$ cat src/rtl/faculty_pkg.sv
// -----------------------------------------------------------------------------
// faculty_pkg
// Shared definitions for the fighter game-level sequencer.
//   stage_t       : the four display stages driven onto the colour mapper.
//   MAX_HEALTH    : hit points per side at round start (thermometer width).
//   INVULN_FRAMES : post-hit invulnerability window, in frames.
//   RESULT_FRAMES : how long the WIN/LOSE screen is held, in frames.
//   FRAME_CNT_W   : width of the frame timers.
//   to_thermo()   : HP value -> MAX_HEALTH-wide thermometer mask.
// -----------------------------------------------------------------------------
package faculty_pkg;

  typedef enum logic [1:0] {
    ST_START  = 2'd0,
    ST_BATTLE = 2'd1,
    ST_WIN    = 2'd2,
    ST_LOSE   = 2'd3
  } stage_t;

  localparam int MAX_HEALTH    = 5;
  localparam int INVULN_FRAMES = 30;
  localparam int RESULT_FRAMES = 180;
  localparam int FRAME_CNT_W   = 8;

  // Bit i of the mask is set iff hp > i, so the bar fills from bit 0 upward.
  function automatic logic [MAX_HEALTH-1:0] to_thermo(input int unsigned hp);
    logic [MAX_HEALTH-1:0] mask;
    mask = '0;
    for (int unsigned i = 0; i < MAX_HEALTH; i++) begin
      mask[i] = (hp > i);
    end
    return mask;
  endfunction

endpackage : faculty_pkg

$ cat src/rtl/health_tracker.sv
// -----------------------------------------------------------------------------
// health_tracker
// Hit-point bookkeeping for one side (player or NPC).
//   clk          : system clock, rising edge.
//   reset        : synchronous, active-high.
//   frame_tick   : one-cycle pulse per frame; ages the invulnerability timer.
//   reload       : restore full HP and clear the invulnerability timer.
//   enable       : high while the stage is BATTLE; hits and timer aging only
//                  count when set.
//   hit          : one-cycle pulse, this side was struck.
//   thermo       : registered thermometer of the current HP.
//   hp_next_zero : HP will be 0 after the coming edge (combinational, feeds
//                  the stage FSM so the stage flips on the same edge).
// -----------------------------------------------------------------------------
module health_tracker #(
  parameter int MAX_HEALTH    = faculty_pkg::MAX_HEALTH,
  parameter int INVULN_FRAMES = faculty_pkg::INVULN_FRAMES,
  parameter int FRAME_CNT_W   = faculty_pkg::FRAME_CNT_W
) (
  input  logic                  clk,
  input  logic                  reset,
  input  logic                  frame_tick,
  input  logic                  reload,
  input  logic                  enable,
  input  logic                  hit,
  output logic [MAX_HEALTH-1:0] thermo,
  output logic                  hp_next_zero
);

  import faculty_pkg::*;

  localparam int HP_W = $clog2(MAX_HEALTH + 1);

  logic [HP_W-1:0]        hp_d, hp_q;
  logic [FRAME_CNT_W-1:0] inv_d, inv_q;
  logic [MAX_HEALTH-1:0]  thermo_d, thermo_q;
  logic                   hit_ok;

  // NOTE: every signal written here is given a default first, so no path
  // leaves it unassigned and no latch is inferred.
  always_comb begin
    hp_d     = hp_q;
    inv_d    = inv_q;
    thermo_d = '0;

    // A hit counts only against the pre-tick timer value, so a hit that
    // lands on the tick taking the timer from 1 to 0 is still blocked.
    hit_ok = enable && hit && (inv_q == '0);

    if (reload) begin
      hp_d  = HP_W'(MAX_HEALTH);
      inv_d = '0;
    end else if (hit_ok) begin
      if (hp_q != '0) begin
        hp_d = hp_q - HP_W'(1);
      end
      inv_d = FRAME_CNT_W'(INVULN_FRAMES);
    end else if (enable && frame_tick && (inv_q != '0)) begin
      inv_d = inv_q - FRAME_CNT_W'(1);
    end

    for (int i = 0; i < MAX_HEALTH; i++) begin
      thermo_d[i] = (hp_d > HP_W'(i));
    end
  end

  assign hp_next_zero = (hp_d == '0);
  assign thermo       = thermo_q;

  // NOTE: sequential state is updated with non-blocking assignments so all
  // flops sample their _d values from the same pre-edge snapshot.
  always_ff @(posedge clk) begin
    if (reset) begin
      hp_q     <= HP_W'(MAX_HEALTH);
      inv_q    <= '0;
      thermo_q <= '1;
    end else begin
      hp_q     <= hp_d;
      inv_q    <= inv_d;
      thermo_q <= thermo_d;
    end
  end

endmodule : health_tracker

$ cat src/rtl/stage_controller.sv
// -----------------------------------------------------------------------------
// stage_controller
// Game-level sequencer: START -> BATTLE -> WIN/LOSE -> START.
//   Clk           : system clock, rising edge.
//   Reset         : synchronous, active-high; dominates all other inputs.
//   frame_tick    : one-cycle pulse at vertical-blank start.
//   start_key     : level from the keycode decoder; rising edge used.
//   player_hit    : one-cycle pulse, NPC projectile struck the player.
//   npc_hit       : one-cycle pulse, player projectile struck the NPC.
//   start_l/battle_l/win_l/lose_l : one-hot registered stage levels.
//   player_health : registered thermometer of player HP.
//   npc_health    : registered thermometer of NPC HP.
//   round_init    : one-cycle pulse on START -> BATTLE.
//   freeze        : high whenever the stage is not BATTLE.
// -----------------------------------------------------------------------------
module stage_controller #(
  parameter int MAX_HEALTH    = faculty_pkg::MAX_HEALTH,
  parameter int INVULN_FRAMES = faculty_pkg::INVULN_FRAMES,
  parameter int RESULT_FRAMES = faculty_pkg::RESULT_FRAMES,
  parameter int FRAME_CNT_W   = faculty_pkg::FRAME_CNT_W
) (
  input  logic                  Clk,
  input  logic                  Reset,
  input  logic                  frame_tick,
  input  logic                  start_key,
  input  logic                  player_hit,
  input  logic                  npc_hit,
  output logic                  start_l,
  output logic                  battle_l,
  output logic                  win_l,
  output logic                  lose_l,
  output logic [MAX_HEALTH-1:0] player_health,
  output logic [MAX_HEALTH-1:0] npc_health,
  output logic                  round_init,
  output logic                  freeze
);

  import faculty_pkg::*;

  localparam logic [1:0] S_START  = ST_START;
  localparam logic [1:0] S_BATTLE = ST_BATTLE;
  localparam logic [1:0] S_WIN    = ST_WIN;
  localparam logic [1:0] S_LOSE   = ST_LOSE;

  localparam logic [FRAME_CNT_W-1:0] RESULT_LAST = FRAME_CNT_W'(RESULT_FRAMES - 1);

  logic [1:0]             state_d, state_q;
  logic [FRAME_CNT_W-1:0] res_d, res_q;
  logic                   start_key_q;
  logic                   round_init_d, round_init_q;
  logic [3:0]             stage_lv_d, stage_lv_q;   // {start, battle, win, lose}
  logic                   freeze_d, freeze_q;

  logic start_edge;
  logic in_result;
  logic leave_result;
  logic in_battle;
  logic reload;
  logic player_zero;
  logic npc_zero;

  assign start_edge = start_key && !start_key_q;
  assign in_battle  = (state_q == S_BATTLE);
  assign in_result  = (state_q == S_WIN) || (state_q == S_LOSE);

  // The exit from WIN/LOSE is derived without the HP flags so that reload
  // (which feeds the trackers) never depends on hp_next_zero combinationally.
  assign leave_result = in_result &&
                        (start_edge || (frame_tick && (res_q == RESULT_LAST)));

  // HP is held at full throughout START (and on the edge that enters it),
  // and the START -> BATTLE edge also reloads; WIN/LOSE keep the final bar.
  assign reload = (state_q == S_START) || leave_result;

  health_tracker #(
    .MAX_HEALTH    (MAX_HEALTH),
    .INVULN_FRAMES (INVULN_FRAMES),
    .FRAME_CNT_W   (FRAME_CNT_W)
  ) u_player (
    .clk          (Clk),
    .reset        (Reset),
    .frame_tick   (frame_tick),
    .reload       (reload),
    .enable       (in_battle),
    .hit          (player_hit),
    .thermo       (player_health),
    .hp_next_zero (player_zero)
  );

  health_tracker #(
    .MAX_HEALTH    (MAX_HEALTH),
    .INVULN_FRAMES (INVULN_FRAMES),
    .FRAME_CNT_W   (FRAME_CNT_W)
  ) u_npc (
    .clk          (Clk),
    .reset        (Reset),
    .frame_tick   (frame_tick),
    .reload       (reload),
    .enable       (in_battle),
    .hit          (npc_hit),
    .thermo       (npc_health),
    .hp_next_zero (npc_zero)
  );

  always_comb begin
    state_d      = state_q;
    res_d        = res_q;
    round_init_d = 1'b0;

    case (state_q)
      S_START: begin
        res_d = '0;
        if (start_edge) begin
          state_d      = S_BATTLE;
          round_init_d = 1'b1;
        end
      end

      S_BATTLE: begin
        // Result timer is zero on entry to WIN/LOSE.
        res_d = '0;
        // Player death is checked first: a double KO goes to the NPC.
        if (player_zero) begin
          state_d = S_LOSE;
        end else if (npc_zero) begin
          state_d = S_WIN;
        end
      end

      S_WIN, S_LOSE: begin
        if (leave_result) begin
          state_d = S_START;
          res_d   = '0;
        end else if (frame_tick) begin
          res_d = res_q + FRAME_CNT_W'(1);
        end
      end

      default: begin
        state_d = S_START;
        res_d   = '0;
      end
    endcase

    stage_lv_d = {(state_d == S_START), (state_d == S_BATTLE),
                  (state_d == S_WIN),   (state_d == S_LOSE)};
    freeze_d   = (state_d != S_BATTLE);
  end

  always_ff @(posedge Clk) begin
    if (Reset) begin
      state_q      <= S_START;
      res_q        <= '0;
      start_key_q  <= 1'b0;
      round_init_q <= 1'b0;
      stage_lv_q   <= 4'b1000;
      freeze_q     <= 1'b1;
    end else begin
      state_q      <= state_d;
      res_q        <= res_d;
      start_key_q  <= start_key;
      round_init_q <= round_init_d;
      stage_lv_q   <= stage_lv_d;
      freeze_q     <= freeze_d;
    end
  end

  assign start_l    = stage_lv_q[3];
  assign battle_l   = stage_lv_q[2];
  assign win_l      = stage_lv_q[1];
  assign lose_l     = stage_lv_q[0];
  assign round_init = round_init_q;
  assign freeze     = freeze_q;

endmodule : stage_controller

$ cat config.mk
export PLATFORM = sky130hd
export DESIGN_NAME = stage_controller
export DESIGN_NICKNAME = d
export VERILOG_FILES = /design/src/rtl/faculty_pkg.sv /design/src/rtl/health_tracker.sv /design/src/rtl/stage_controller.sv
export SDC_FILE = /design/constraint.sdc
export NUM_CORES = 1
export LEC_CHECK = 0
export ABC_AREA = 1
export BUFFER_PORTS_ARGS = -buffer_cell sky130_fd_sc_hd__buf_2
export CELL_PAD_IN_SITES_DETAIL_PLACEMENT = 1
export CELL_PAD_IN_SITES_GLOBAL_PLACEMENT = 2
export CORE_MARGIN = 5
export CORE_UTILIZATION = 34
export DETAILED_ROUTE_END_ITERATION = 6
export PLACE_DENSITY_LB_ADDON = 0.1
export SLEW_MARGIN = 15
export SYNTH_ARGS = -nofsm -noshare
export SYNTH_HDL_FRONTEND = slang
export SYNTH_SLANG_ARGS = --single-unit
$ cat constraint.sdc
create_clock -name Clk -period 2.4 [get_ports Clk]
set_clock_uncertainty 0.2 [all_clocks]
set_input_delay 0.24 -clock Clk [delete_from_list [all_inputs] [get_ports Clk]]
set_output_delay 0.24 -clock Clk [all_outputs]
set_load 0.01 [all_outputs]
# After elaboration in Yosys (flattened, before gate mapping)
# Index checks and enable logic that the tools add are counted.
[totals] register_bits=49 out_inout_bits=16
[op_classes] n_eq_ne=9 n_reduce_logical=32 bitwise_logic=1 n_lt_le_gt_ge=10 n_mux=19 add_sub_neg=5
[op_table] operator="two-way mux 5 bit" n=4
[op_table] operator="two-way mux 3 bit" n=6
[op_table] operator="zero test 8 bit" n=2
[op_table] operator="two-way mux 8 bit" n=2
[op_table] operator="one-hot mux 8 bit (2 select lines)" n=1
[op_table] operator="nonzero test 8 bit" n=2
[op_table] operator="subtractor 8 x 1 -> 8 bit (second input constant)" n=2
[op_table] operator="> comparator 3 x 1 -> 1 bit (second input constant)" n=4
[op_table] operator="> comparator 3 x 2 -> 1 bit (second input constant)" n=4
[op_table] operator="logical AND 1 bit" n=10
[op_table] operator="adder 8 x 1 -> 8 bit (second input constant)" n=1
[op_table] operator="equality test 2 bit (second input constant)" n=4
[op_table] operator="equality test 8 bit (second input constant)" n=1
[op_table] operator="two-way mux 2 bit" n=4
[op_table] operator="OR reduction 2 bit" n=4
[op_table] operator="> comparator 3 bit (second input constant)" n=2
[op_table] operator="zero test 3 bit" n=2
[op_table] operator="one-hot mux 2 bit (3 select lines)" n=1
[op_table] operator="nonzero test 3 bit" n=2
[op_table] operator="OR reduction 3 bit" n=2
[op_table] operator="subtractor 3 x 1 -> 3 bit (second input constant)" n=2
[op_table] operator="equality test 2 x 1 -> 1 bit (second input constant)" n=2
[op_table] operator="zero test 2 bit" n=2
[op_table] operator="nonzero test 2 bit" n=2
[op_table] operator="other kinds (6)" n=8

# Logic depth before layout (Yosys ltp)
# Gate-level depths: netlist of run 1.
[logic_depth] ltp_word=11 depth_mapped=15

# Modules after synthesis
# Synthesis of run 1 repeated with hierarchy kept, for this count alone.
[unflattened] cells_unflattened=347 hier_area_um2=2586.2
[modules_own_cells] module="health_tracker" n_inst=2 area_per_inst_um2=905.9 cells_each=123 seq_area_each_um2=320.3
[modules_own_cells] module="stage_controller" n_inst=1 area_per_inst_um2=774.5 cells_each=101 seq_area_each_um2=340.3

# Least setup slack after synthesis of run 1
# Ideal clock, no wire load.
[synth_timing] kind="reg2reg" from="reg u_npc.hp_q[0]" to="reg state_q[0]" synth_period_minus_slack_ns=1.912 stages_incl_launch_ff=16 path_slack_ns=0.488 arrival_time_ns=1.600 setup_ns=0.112 required_time_ns=2.088 path_cell_list="dfxtp_1 inv_1 ha_1 ha_1 inv_1 nand2_1 o21ai_0 nand3_1 nand3_2 nand2_1 nor2_2 nand2_1 nand2_2 nand2_4 nand2_4 inv_1"
[synth_via] elab_chain_cells=8 word_cells_on_any_way=9 cone_classes="add/sub (1); mux (6); reduce/logical (2)"
[synth_rtl] item="start, declared" line="health_tracker.sv:34" source="logic [HP_W-1:0] hp_d, hp_q;"
[synth_rtl] item="start signal, assigned" line="health_tracker.sv:74" source="hp_q <= HP_W'(MAX_HEALTH);"
[synth_rtl] item="start signal, assigned" line="health_tracker.sv:78" source="hp_q <= hp_d;"
[synth_rtl] item="subtractor 3 x 1 -> 3 bit / nonzero test 3 bit (equally long branches)" line="health_tracker.sv:55, health_tracker.sv:54"
[synth_rtl] item="two-way mux 3 bit" line="health_tracker.sv:54" source="if (hp_q != '0) begin"
[synth_rtl] item="two-way mux 3 bit *" line="health_tracker.sv:53" source="end else if (hit_ok) begin"
[synth_rtl] item="two-way mux 3 bit *" line="health_tracker.sv:50" source="if (reload) begin"
[synth_rtl] item="zero test 3 bit *" line="health_tracker.sv:67" source="assign hp_next_zero = (hp_d == '0);"
[synth_rtl] item="two-way mux 2 bit *" line="stage_controller.sv:125" source="end else if (npc_zero) begin"
[synth_rtl] item="two-way mux 2 bit *" line="stage_controller.sv:123" source="if (player_zero) begin"
[synth_rtl] item="one-hot mux 2 bit (3 select lines) *" line="stage_controller.sv:110" source="case (state_q)"
[synth_rtl] item="end signal, assigned" line="stage_controller.sv:159" source="state_q <= state_d;"
[synth_rtl] item="end, declared" line="stage_controller.sv:47" source="logic [1:0] state_d, state_q;"
# Mark *: on every way between the ends. The rest lies on a longest branch, timed or not.
# A chain may end at the register's enable or synchronous reset.

# Worst setup path in the final report of run 1
# Same ends and word-level chain as after synthesis.

==> out/metrics.cfg, run 1 <==
[synth]
synth_area_sq_um=2360
synth_edf_count=0
synth-warning-count=0
ys_seq_area_frac=0.408
post-synth-top-count-cell=nand2_1
ys_ff_latch=48
yosysTopAreaCell=dfxtp_1
dominantRegCellSynth=dfxtp_1
synth.avg_cell_area_sq_um=7.83
synth_area_leaders=dfxtp_1 41%, nand2_1 8.3%, inv_1 7.5%
synth-async-reset-ratio=0
synth_top_area_share=0.408
synthesis.nets=318
synth_cells=301
synthTopCellsByCount=52 x nand2_1, 48 x dfxtp_1, 47 x inv_1, 25 x nor2_1, 18 x nand3_1
ys_types=34

[finish]
utilization=0.396
synthToLayoutAreaGrowth_pct=13.5
drive_gt1_frac=0.216
final_area_sq_um=2680
antenna_cells=0
fin_nets=345
instances_no_fill=409

[min_path]
min_to=res_q[1]
hold_path_class=primary input to flop
whs_path_depth=3
hold_start=frame_tick

[global_routing]
grt_pass1_wl_um=9030
busiest_layer=met2
use_met2=0.217
antenna_found_initial=0
grt_overflow=0
track_usage=0.127
grt_pass1_vias=1986
grt_max_degree=17
grt_use_met1=0.163
met3_usage=0.0290

[sta]
slew_violations=0
max_freq_mhz=465
setup_violations=0
tns_ns=0
min_period_over_period=0.896
hold_viol=0
worst_slew_pin_slew_ns=0.368
rsz0062_at_grt=false
fin_crit_ns=2.15
relSlewSlack=0.755

[cts]
cts_buffers=5
cts-hold-fix-buffers=1
clk_latency_ns=0.31
path_clk_slew_ns=0.10
clockBufferDepth=2
clock-sinks=48
cts_tree=yes
h-tree-depth=2
postCtsSetupRepairBufs=0
cts_root_buf=clkbuf_8
ctsResizeCount=0

[route]
wire_per_inst_um=12.4
first_pass_iters=4
final_antenna_net_count=0
route.detailed.drc=0
avgViaCountPerCell=4.67
drtIter0Drc=29
dr_total_vias=1912
wirelength_um=5060

[power_and_ir_drop]
p_leak_nw=1.14
ir_worst_vdd_v=0.000272
power_density_nw_per_um2=579

[job]
drv_cap=0

[worst_setup_path]
path_cells=inv_1 > ha_1 > ha_1 > inv_1 > nand2_1 > o21ai_0 > nand3_1 > nand3_2 > nand2_1 > nor2_2 > nand2_1 > nand2_2 > nand2_4 > nand2_4 > inv_1
critPathLaunchType=flop
cp_num_buf_inv=3
cpLargestDelayFamily=simple AND/OR/NAND/NOR gates
crit_required_ns=2.41
rr_endpoint=state_q[0]
critical_path_arrival_ns=2.16
critPathCaptureType=flop
crit_path_max_incr_delay_ns=0.38
critical_path_class=flop to flop
crit_fanout=6
r2r-start=u_npc.hp_q[0]
reg2reg_depth=15
rrSetupSlack_ns=0.25
worst_path_max_delay_cell=dfxtp_1

[placement]
post_dp_cell_area_sq_um=2550
portBuffers=21
dpl.cell_count=400
dp_hpwl_um=3910
gp_congestion=0.725

[floorplanning]
row_count=30
dieWidth_um=93.3
ioPinCount=22
coreArea_sq_um=6760
die-area_sq_um=8700
start_util=0.349
fp.dieH_um=93.3

[outcome]
outcome=complete, no violations

[worst max-delay path by stage]
stage                          start            end  slack, ns  depth (start not counted)
floorplan              u_npc.hp_q[0]     state_q[0]       0.49                         15
global placement    u_player.hp_q[0]  stage_lv_q[3]       0.27                         13
detailed placement     u_npc.hp_q[0]     state_q[0]       0.25                         15
CTS                    u_npc.hp_q[0]     state_q[0]       0.22                         15
global route        u_player.hp_q[0]  stage_lv_q[3]       0.05                         13
finish                 u_npc.hp_q[0]     state_q[0]       0.25                         15
[registers in the layout, indices dropped and copies added (netlist names)]
name,cells
res_q,8
u_npc.inv_q,8
u_player.inv_q,8
u_npc.thermo,5
u_player.thermo,5
stage_lv_q,4
u_player.hp_q,3
state_q,2
u_npc.hp_q,2
freeze,1
round_init,1
start_key_q,1
[cell usage in the layout, fill, tap and decap left out, types with 4 or more instances in the layout]
cell type,Yosys,final
clkbuf_8,0,5
nand3_1,18,18
nand2_2,9,9
dfxtp_1,48,48
inv_2,6,6
nor3_1,4,4
nand2_1,52,52
nor2_4,9,9
inv_1,47,47
xnor2_1,4,4
ha_1,11,11
o21ai_0,13,13
a31oi_1,5,5
nor2_1,25,25
nand2_4,4,4
a21oi_1,16,16
buf_2,0,21
[per-stage QoR]
stage,power (W),hold WS (ns),setup WS [ns]
3_3_place_gp,0.000958,0.241,0.269
2_1_floorplan,0.000925,0.165,0.488
5_1_grt,0.00163,0.0390,0.0504
3_5_place_dp,0.000958,0.252,0.255
6_report,0.00155,0.0182,0.250
4_1_cts,0.00158,0.0142,0.221
[final cells by class]
cell class                      count  area [sq um]
Sequential cell                    48           961
Tap cell                           80           100
Clock inverter                      3          46.3
Multi-Input combinational cell    197          1180
Fill cell                         846          4080
Timing Repair Buffer               22           115
Clock buffer                        5          68.8
Inverter                           54           203
[kinds of logic (layout without fill, tap and decap cells)]
| group | Yosys count | in the layout | synth area share |
|---|---|---|---|
| flops | 48 | 48 | 0.408 |
| fa+ha+maj | 11 | 11 | 0.0584 |
| xor+xnor | 6 | 6 | 0.0223 |
| simple gates | 136 | 136 | 0.308 |
| compound gates | 44 | 44 | 0.113 |
| buf+inv | 56 | 84 | 0.0908 |
[layer usage]
metal | part of all wire | vias up
met2 | 0.47 | 25
li1 | - | 1004
met4 | 0.0049 | 0
met3 | 0.036 | 2
met1 | 0.49 | 881
met5 | 0 | -
[worst min-delay path, delay by kind of cell]
| kind | cells | cell delay, ns |
|---|---|---|
| buf+inv | 1 | 0.13 |
| compound gates | 1 | 0.05 |
| simple gates | 1 | 0.07 |
[where the power goes]
group,internal (W),leakage (nW),switching [W],total [W]
sequential,0.000808,0.389,0.00000631,0.000814
combinational,0.0000406,0.697,0.0000836,0.000124
clock,0.000314,0.0548,0.000298,0.000613
Power figures use the tool's default switching activity.
==> run 2, diff against run 1 <==
--- a/config.mk
+++ b/config.mk
@@ -10,7 +10,8 @@
 export CELL_PAD_IN_SITES_DETAIL_PLACEMENT = 1
 export CELL_PAD_IN_SITES_GLOBAL_PLACEMENT = 2
 export CORE_MARGIN = 5
-export CORE_UTILIZATION = 34
+export CORE_UTILIZATION = 36
+export CTS_BUF_LIST = sky130_fd_sc_hd__clkbuf_8
 export DETAILED_ROUTE_END_ITERATION = 6
 export PLACE_DENSITY_LB_ADDON = 0.1
 export SLEW_MARGIN = 15
==> run 2 against run 1 <==
Compared with the run above:
- die area down 5.0%
- sequential power about the same
- clock power down 1%
- combinational power up 3%
- flip-flop and latch count unchanged
- count of clock-buffer cells in the layout unchanged
- cell count down 0.73%
- register-to-register slack better by 0.02 ns
- first-iteration DRC count down 14%
- worst hold slack better by 0.019 ns
- via count down 0.10%
- critical path type unchanged
- critical endpoint is now stage_lv_q[3]
- highest routed layer unchanged
==> out/metrics.cfg, run 2 (synthesis results as in run 1) <==
[outcome]
outcome=complete, no violations

[route]
wire_per_inst_um=12.7  ; +2.3%
drtIter0Drc=25  ; -14%
final_antenna_net_count=0  ; unchanged
wirelength_um=5140  ; +1.5%
dr_total_vias=1910  ; -0.10%
route.detailed.drc=0  ; unchanged
avgViaCountPerCell=4.70  ; +0.63%
first_pass_iters=4  ; unchanged

[worst_setup_path]
critPathCaptureType=flop
cp-endpoint=stage_lv_q[3]
r2r-start=u_npc.inv_q[0]
reg2reg_depth=13  ; -2
critical_path_class=flop to flop
startpoint=u_npc.inv_q[0]
rr_endpoint=stage_lv_q[3]
critPathLaunchType=flop
rrSetupSlack_ns=0.27  ; +0.02 ns
crit_fanout=9  ; +3
critical_path_arrival_ns=2.13  ; -0.03 ns
crit_required_ns=2.40  ; about the same

[placement]
gp_congestion=0.747  ; +3.0%
dp_hpwl_um=3980  ; +2.0%
post_dp_cell_area_sq_um=2550  ; -0.15%
pre_cts_ws_ns=0.242  ; -0.0132 ns
portBuffers=21  ; unchanged

[finish]
layout_common_cells=51 x nand2_1, 47 x inv_1, 47 x dfxtp_1
final_area_sq_um=2680  ; +0.28%
largestRegisters=res_q: 8 flops, u_npc.inv_q: 8 flops, u_player.inv_q: 8 flops
drive_gt1_frac=0.222  ; +0.00608
utilization=0.423  ; +0.0265
fin_nets=345  ; unchanged
layout_commonest_cell=nand2_1
antenna_cells=0  ; unchanged
synthToLayoutAreaGrowth_pct=13.9

[floorplanning]
die-area_sq_um=8270  ; -5.0%
dieWidth_um=90.9  ; -2.5%
fp.dieH_um=90.9  ; -2.5%
ioPinCount=22  ; unchanged
row_count=29  ; -3.3%
start_util=0.371  ; +0.0223
coreArea_sq_um=6350  ; -6.0%

[cts]
clock-sinks=48  ; unchanged
path_clk_slew_ns=0.10  ; about the same
clk_latency_ns=0.30  ; about the same
cts_buffers=5  ; unchanged
h-tree-depth=2  ; unchanged
clockBufferDepth=2  ; unchanged
postCtsSetupRepairBufs=0  ; unchanged
cts_root_buf=clkbuf_8
cts_tree=yes

[sta]
max_freq_mhz=470  ; +1.1%
setup_violations=0  ; unchanged
min_period_over_period=0.887  ; -0.00939
worst_slew_pin_slew_ns=0.377  ; +0.00934 ns
slew_violations=0  ; unchanged
hold_ws_ns=0.0369  ; +0.0187 ns
relSlewSlack=0.748  ; -0.00623
rsz0062_at_grt=false
fin_crit_ns=2.13  ; -0.0225 ns
hold_viol=0  ; unchanged
timing.final.ws_setup_ns=0.272  ; +0.0225 ns
tns_ns=0  ; unchanged

[global_routing]
grt_max_degree=17  ; unchanged
grt_pass1_wl_um=9190  ; +1.7%
grt_overflow=0  ; unchanged
track_usage=0.132  ; +0.00470
antenna_found_initial=0  ; unchanged
grt_pass1_vias=2002  ; +0.81%

[job]
drv_cap=0  ; unchanged

[min_path]
hold_path_class=primary input to flop

[power_and_ir_drop]
p_leak_nw=1.14  ; about the same
power_density_nw_per_um2=576  ; -0.53%
ir_worst_vdd_v=0.000294  ; +8.0%

[run 2: cell types whose count changed in the layout (fill, tap and decap cells not counted)]
cell,previous run,this run
nand3_4,1,2
nand3_2,2,1
nand2_1,52,51
dfxtp_2,0,1
nand2_2,9,10
dfxtp_1,48,47
[run 2: final cells by class]
cell class                      count  area (sq um)
Clock buffer                        5          68.8
Clock inverter                      3          46.3
Fill cell                         805          3670
Inverter                           54           203
Multi-Input combinational cell    197          1190
Sequential cell                    48           962
Tap cell                           77          96.3
Timing Repair Buffer               22           115
[run 2: what timing repair did]
action,4_1_cts,5_1_grt
hold buffers,1,0
endpoints found under the hold margin,1,0
setup endpoints to repair,0,3
gates resized for setup,0,3
[run 2: routing by layer]
layer	part of all wire	global-route usage
met2	0.46	0.228
met1	0.51	0.170
met3	0.024	0.0275
met5	0	0
met4	0.0080	0.0257
[run 2: stage by stage]
step | power (W) | instances
final | 0.00155 | 406
after global routing | 0.00163 | 406
after CTS | 0.00158 | 406
after detailed placement | 0.000960 | 397
after global placement | 0.000959 | 397
after floorplan | 0.000925 | 301
[run 2: power breakdown]
part	total [W]	internal [W]	switching, W	leakage [nW]
Sequential	0.000814	0.000808	0.00000671	0.388
Clock	0.000605	0.000314	0.000291	0.0548
Combinational	0.000128	0.0000410	0.0000865	0.698
[run 2: worst max-delay path: stages, from the launching register on]
cell and delay (ns):
dfxtp_1 0.34, inv_1 0.10, ha_1 0.19, inv_1 0.05, nor2_1 0.19, nand3_4 0.17
nand2_1 0.11, nand3_1 0.12, inv_1 0.13, nand3_1 0.08, nand3_1 0.13, inv_1 0.10
nand3_1 0.07, nand2_1 0.05
[run 2: worst min-delay path by stage]
| stage | from | endpoint | slack (ns) | cells after the start |
|---|---|---|---|---|
| CTS | frame_tick | res_q[1] | 0.03 | 3 |
| floorplan | start_key | start_key_q | 0.16 | 2 |
| finish | frame_tick | res_q[1] | 0.04 | 3 |
| detailed placement | res_q[7] | res_q[7] | 0.24 | 1 |
| global route | frame_tick | res_q[1] | 0.04 | 3 |
| global placement | res_q[7] | res_q[7] | 0.24 | 1 |
